[config.mk]
export PLATFORM = sky130hd
export DESIGN_NAME = pci_bus_arbiter
export DESIGN_NICKNAME = d
export VERILOG_FILES = /design/src/rtl/pci_bus_arbiter.sv
export SDC_FILE = /design/constraint.sdc
export NUM_CORES = 1
export LEC_CHECK = 0
export CELL_PAD_IN_SITES_DETAIL_PLACEMENT = 1
export CELL_PAD_IN_SITES_GLOBAL_PLACEMENT = 1
export CORE_ASPECT_RATIO = 0.75
export CORE_MARGIN = 2
export CORE_UTILIZATION = 42
export DETAILED_ROUTE_END_ITERATION = 6
export GPL_ROUTABILITY_DRIVEN = 1
export PLACE_DENSITY_LB_ADDON = 0.15
export SYNTH_ARGS = -nofsm -noshare
export SYNTH_HDL_FRONTEND = slang
export SYNTH_SLANG_ARGS = --single-unit
[constraint.sdc]
create_clock -name clk -period 3.45 [get_ports clk]
set_clock_uncertainty 0.1 [all_clocks]
set_input_delay 1.035 -clock clk [delete_from_list [all_inputs] [get_ports clk]]
set_output_delay 1.035 -clock clk [all_outputs]
set_load 0.01 [all_outputs]
[src/rtl/pci_bus_arbiter.sv]
// -----------------------------------------------------------------------------
// pci_bus_arbiter
//
// Central round-robin arbiter for a shared PCI bus. Samples the active-low
// request lines, hands out one active-low grant at a time, follows FRAME/IRDY
// to see when the granted master starts and finishes its transaction, inserts
// one turnaround cycle between owners and revokes a grant that is not used
// within TIMEOUT clocks.
//
// Ports:
//   clk          bus clock, all state updates on posedge
//   rst          synchronous reset, active high
//   REQ          per-device request, active low (bit i = device i)
//   GNT          per-device grant, active low, at most one bit low
//   FRAME        shared FRAME, active low
//   IRDY         shared IRDY, active low
//   bus_busy     high from grant issue until the end of turnaround
//   owner        index of the last/current granted device
//   timeout_err  one-cycle pulse when a grant is revoked by timeout
// -----------------------------------------------------------------------------
module pci_bus_arbiter #(
  parameter int N_DEV   = 3,
  parameter int OWNER_W = 2,
  parameter int TIMEOUT = 16
) (
  input  logic               clk,
  input  logic               rst,
  input  logic [N_DEV-1:0]   REQ,
  output logic [N_DEV-1:0]   GNT,
  input  logic               FRAME,
  input  logic               IRDY,
  output logic               bus_busy,
  output logic [OWNER_W-1:0] owner,
  output logic               timeout_err
);

  typedef enum logic [1:0] {
    IDLE,
    GRANT,
    BUSY,
    TURN
  } state_t;

  localparam logic [7:0]         TCNT_LAST = 8'(TIMEOUT - 1);
  localparam logic [7:0]         TCNT_MAX  = 8'hFF;
  // Pointer starts at the last device so device 0 wins the first arbitration.
  localparam logic [OWNER_W-1:0] PTR_RESET = OWNER_W'(N_DEV - 1);
  localparam logic [OWNER_W:0]   N_DEV_W   = (OWNER_W + 1)'(N_DEV);

  state_t             state, state_nxt;
  logic [OWNER_W-1:0] rr_ptr, rr_ptr_nxt;
  logic [OWNER_W-1:0] owner_nxt;
  logic [OWNER_W-1:0] winner;
  logic               winner_found;
  logic [7:0]         tcnt, tcnt_nxt;
  logic [N_DEV-1:0]   gnt_nxt;
  logic               busy_nxt;
  logic               terr_nxt;
  logic               bus_idle;
  logic               timeout_hit;

  assign bus_idle    = FRAME & IRDY;
  assign timeout_hit = (tcnt == TCNT_LAST);

  // Round-robin search: first requester after rr_ptr, wrapping modulo N_DEV.
  // The sum is one bit wider than the pointer so the wrap cannot overflow.
  always_comb begin
    logic [OWNER_W:0]   sum;
    logic [OWNER_W-1:0] cand;
    // NOTE: every variable assigned in a combinational block gets a default
    // at the top; otherwise paths that skip an assignment infer a latch.
    winner       = '0;
    winner_found = 1'b0;
    sum          = '0;
    cand         = '0;
    for (int i = 1; i <= N_DEV; i++) begin
      sum = {1'b0, rr_ptr} + (OWNER_W + 1)'(i);
      if (sum >= N_DEV_W) sum = sum - N_DEV_W;
      cand = sum[OWNER_W-1:0];
      if (!winner_found && !REQ[cand]) begin
        winner       = cand;
        winner_found = 1'b1;
      end
    end
  end

  // State and registered outputs.
  always_ff @(posedge clk) begin
    // NOTE: registers take non-blocking assignments so every flop samples the
    // pre-edge value of every other flop, independent of statement order.
    if (rst) begin
      state       <= IDLE;
      GNT         <= '1;
      rr_ptr      <= PTR_RESET;
      owner       <= '0;
      bus_busy    <= 1'b0;
      timeout_err <= 1'b0;
      tcnt        <= '0;
    end else begin
      state       <= state_nxt;
      GNT         <= gnt_nxt;
      rr_ptr      <= rr_ptr_nxt;
      owner       <= owner_nxt;
      bus_busy    <= busy_nxt;
      timeout_err <= terr_nxt;
      tcnt        <= tcnt_nxt;
    end
  end

  // Next-state logic.
  always_comb begin
    state_nxt = state;
    unique case (state)
      IDLE:  if (winner_found && bus_idle) state_nxt = GRANT;
      GRANT: begin
        // FRAME wins over withdrawal and timeout, so a start on the timeout
        // edge is a normal transaction.
        if (!FRAME)                          state_nxt = BUSY;
        else if (REQ[owner] || timeout_hit)  state_nxt = TURN;
      end
      BUSY:  if (bus_idle) state_nxt = TURN;
      TURN:  state_nxt = IDLE;
      default: state_nxt = IDLE;
    endcase
  end

  // Next values of the registered outputs and bookkeeping.
  always_comb begin
    gnt_nxt    = '1;
    owner_nxt  = owner;
    rr_ptr_nxt = rr_ptr;
    tcnt_nxt   = tcnt;
    busy_nxt   = bus_busy;
    terr_nxt   = 1'b0;
    unique case (state)
      IDLE: begin
        // A foreign transaction still on the bus blocks the grant.
        if (winner_found && bus_idle) begin
          gnt_nxt[winner] = 1'b0;
          owner_nxt       = winner;
          rr_ptr_nxt      = winner;
          tcnt_nxt        = '0;
          busy_nxt        = 1'b1;
        end
      end
      GRANT: begin
        if (!FRAME) begin
          // Transaction started; grant released, bus stays busy.
        end else if (REQ[owner]) begin
          // Request withdrawn before use.
        end else if (timeout_hit) begin
          terr_nxt = 1'b1;
        end else begin
          gnt_nxt[owner] = 1'b0;
          tcnt_nxt       = (tcnt == TCNT_MAX) ? tcnt : tcnt + 8'd1;
        end
      end
      BUSY: ;
      TURN: busy_nxt = 1'b0;
      default: busy_nxt = 1'b0;
    endcase
  end

endmodule

==> flow_summary.ini, run 1 <==
[worst_setup_path]
reg2regPathDepth = 7
rr_endpoint = tcnt[7]$_SDFFE_PP0P_
crit_path_end = tcnt[7]$_SDFFE_PP0P_
path_class = primary input to flop
timing.rr.start = rr_ptr[1]$_SDFFE_PP1P_
crit_fanout = 16
worstPathArrival_ps = 3090
slowest_stage = clkdlybuf4s50_1
required_ps = 3540
critPathMaxStageDelay_ps = 520
reg2reg_setup_slack_ps = 990
startpoint_type = primary input
critPathCaptureType = flop
path_cells = clkdlybuf4s50_1 -> and2_0 -> o21ai_0 -> o211a_4 -> or4b_1 -> a21oi_1
cp-startpoint = FRAME

[floorplanning]
start_util_pct = 43.6
die_area_um2 = 3490
rows = 17
die_w_um = 67.5
core_um2 = 2910
die_h_um = 51.6
ios = 14

[cts]
hold_buffers = 0
numCtsBuffers = 3
cts_root_buf = clkbuf_8
cts_sinks = 18
clock_latency_ps = 260
clock_path_buffers = 2
cts_setup_buffers = 0
cts.repair.resized = 0
clk_pin_slew_ps = 70
cts_tree = yes
cts_max_level = 1

[yosys]
synth_top_cell_by_area = dfxtp_1
synth_warnings = 0
ys_seq_elements = 18
synthesis.nets = 166
synth-edff-count = 0
async_flop_share_pct = 0
synthCells = 151
ys_types = 46
synthTopCellsByArea = dfxtp_1 28%, ha_1 7.9%, o21ai_0 5.1%, a21oi_1 4.3%, mux2i_1 3.1%
synth_ff_type = dfxtp_1
synthMostInstantiatedCell = dfxtp_1
yosysSeqAreaShare_pct = 28.3
synthTopCellsByCount = 18 x dfxtp_1, 13 x o21ai_0, 11 x a21oi_1
netlist_area_um2 = 1270
synth_top_area_share_pct = 28.3
syn_area_per_cell_um2 = 8.42

[placed_design]
portBuffers = 13
placed_cells_incl_taps = 198
placed_cell_area_um2 = 1430
hpwl_um = 2670
finalWeightedCongestion = 0.881

[final_layout]
drive_gt1_share_pct = 6.71
nets = 180
synthToLayoutAreaGrowth_pct = 16.5
stdcell_count = 202
fin_util_pct = 50.8
antenna_cells = 0
design_area_um2 = 1480
seq_area_um2 = 360
fillers = 352
multi_input_area_um2 = 828

[timing]
grt_setup_unrepaired = false
period_needed_ps = 3000
finalSetupTns_ps = 0
fmax_ghz = 0.333
finalHoldViolCount = 0
worstMarginPinSlew_ps = 464
fin_crit_sh_pct = 86.9
setup_viol = 0
slew_viol_final = 0
relSlewSlack_pct = 68.7

[power_and_ir_drop]
powerDensity_nw_per_um2 = 722
p_leak_nw = 0.520
vdd_drop_max_v = 0.000247
power_mw = 1.07

[routing]
wire_per_inst_um = 17.0
vias_per_cell = 6.23
antenna_left = 0
drtPass1Iterations = 4
drc = 0
drt_iter0_drc = 130
num_vias = 1258
wl_um = 3430

[grt]
grt_pass1_wl_um = 5710
grt_max_degree = 17
overflow = 0
grt_pass1_vias = 1139
grt_usage_pct = 22.1
antenna_found_initial = 0

[min_path]
hold_path_class = flop to flop
hp-start = bus_busy$_SDFFE_PP0P_

[status]
status = finished clean

[job]
drv_cap = 0
==> how the worst min path moves through the flow <==
stage	endpoint	cells after the start
finish	bus_busy$_SDFFE_PP0P_	2
detailed placement	tcnt[7]$_SDFFE_PP0P_	2
CTS	bus_busy$_SDFFE_PP0P_	2
floorplan	tcnt[7]$_SDFFE_PP0P_	2
global placement	tcnt[7]$_SDFFE_PP0P_	2
global route	bus_busy$_SDFFE_PP0P_	2
==> flip-flops by register name, summed over array words and instances, names as in the netlist <==
name,count
tcnt,8
GNT,3
owner,2
state,2
bus_busy,1
rr_ptr,1
timeout_err,1
==> routing by layer <==
metal,vias to the layer above,GRT usage [%],share of wire (%),routed length (um)
li1,610,-,-,-
met1,593,35.1,51,1750
met2,49,28.6,41,1390
met3,6,4.76,6.9,237
met4,0,7.14,1.3,44
met5,-,0,0,0
==> metrics by stage <==
step / hold WS [ps] / worst slack [ps]
6_report: 392 / 450
3_5_place_dp: 386 / 197
5_1_grt: 424 / 292
4_1_cts: 400 / 471
3_3_place_gp: 373 / 349
2_1_floorplan: 353 / 883
==> critical path, delay by kind of cell <==
kind | cells | cell delay, ps
AOI/OAI and AO/OA | 3 | 700
buffers and inverters | 1 | 520
and+or+nand+nor | 2 | 830
==> cells in the final DEF (no fill, tap or decap), types with 3 or more instances in the layout <==
cell type        synthesis  final
nor4_1                   3      3
nand2b_1                 4      4
o31ai_1                  3      3
dfxtp_1                 18     18
ha_1                     8      8
nand2_1                  7      7
or4_1                    5      5
mux2i_1                  4      4
o21a_1                   3      3
nand3_1                  7      7
o211ai_1                 5      5
nand4_1                  3      3
clkbuf_8                 0      4
inv_1                    8      8
clkdlybuf4s50_1          0     13
buf_4                    1      4
nand3b_1                 3      3
nor2_1                   7      7
o21ai_0                 13     13
a21oi_1                 11     11
==> power breakdown <==
part | total, mW | switching [mW] | internal [mW] | leakage, nW
clock network | 0.175 | 0.0735 | 0.101 | 0.0288
registers | 0.283 | 0.0329 | 0.250 | 0.147
logic | 0.612 | 0.366 | 0.246 | 0.344
==> kinds of logic (layout without fill, tap and decap cells) <==
family          after synthesis  in the layout  share of synthesized area, %
compound gates               51             51                          27.5
xor+xnor                      1              1                         0.689
fa+ha+maj                     8              8                          7.87
buf+inv                      16             29                          6.50
flops                        18             18                          28.3
mux                           4              4                          3.15
simple gates                 53             53                          26.0
==> final cells by class <==
| type | count | share of cell area [%] |
|---|---|---|
| clock buffer | 4 | 3.72 |
| timing repair buffer | 17 | 10.8 |
| inverter | 8 | 2.03 |
| multi-input combinational | 117 | 55.9 |
| sequential | 18 | 24.3 |
| tap | 38 | 3.21 |
(Power assumes the default switching activity.)
==> run 2, diff against run 1 <==
- HOLD_SLACK_MARGIN: default -> 0.06
==> results of run 2 <==
Final layout, timing and power as in run 1 (identical DEF).
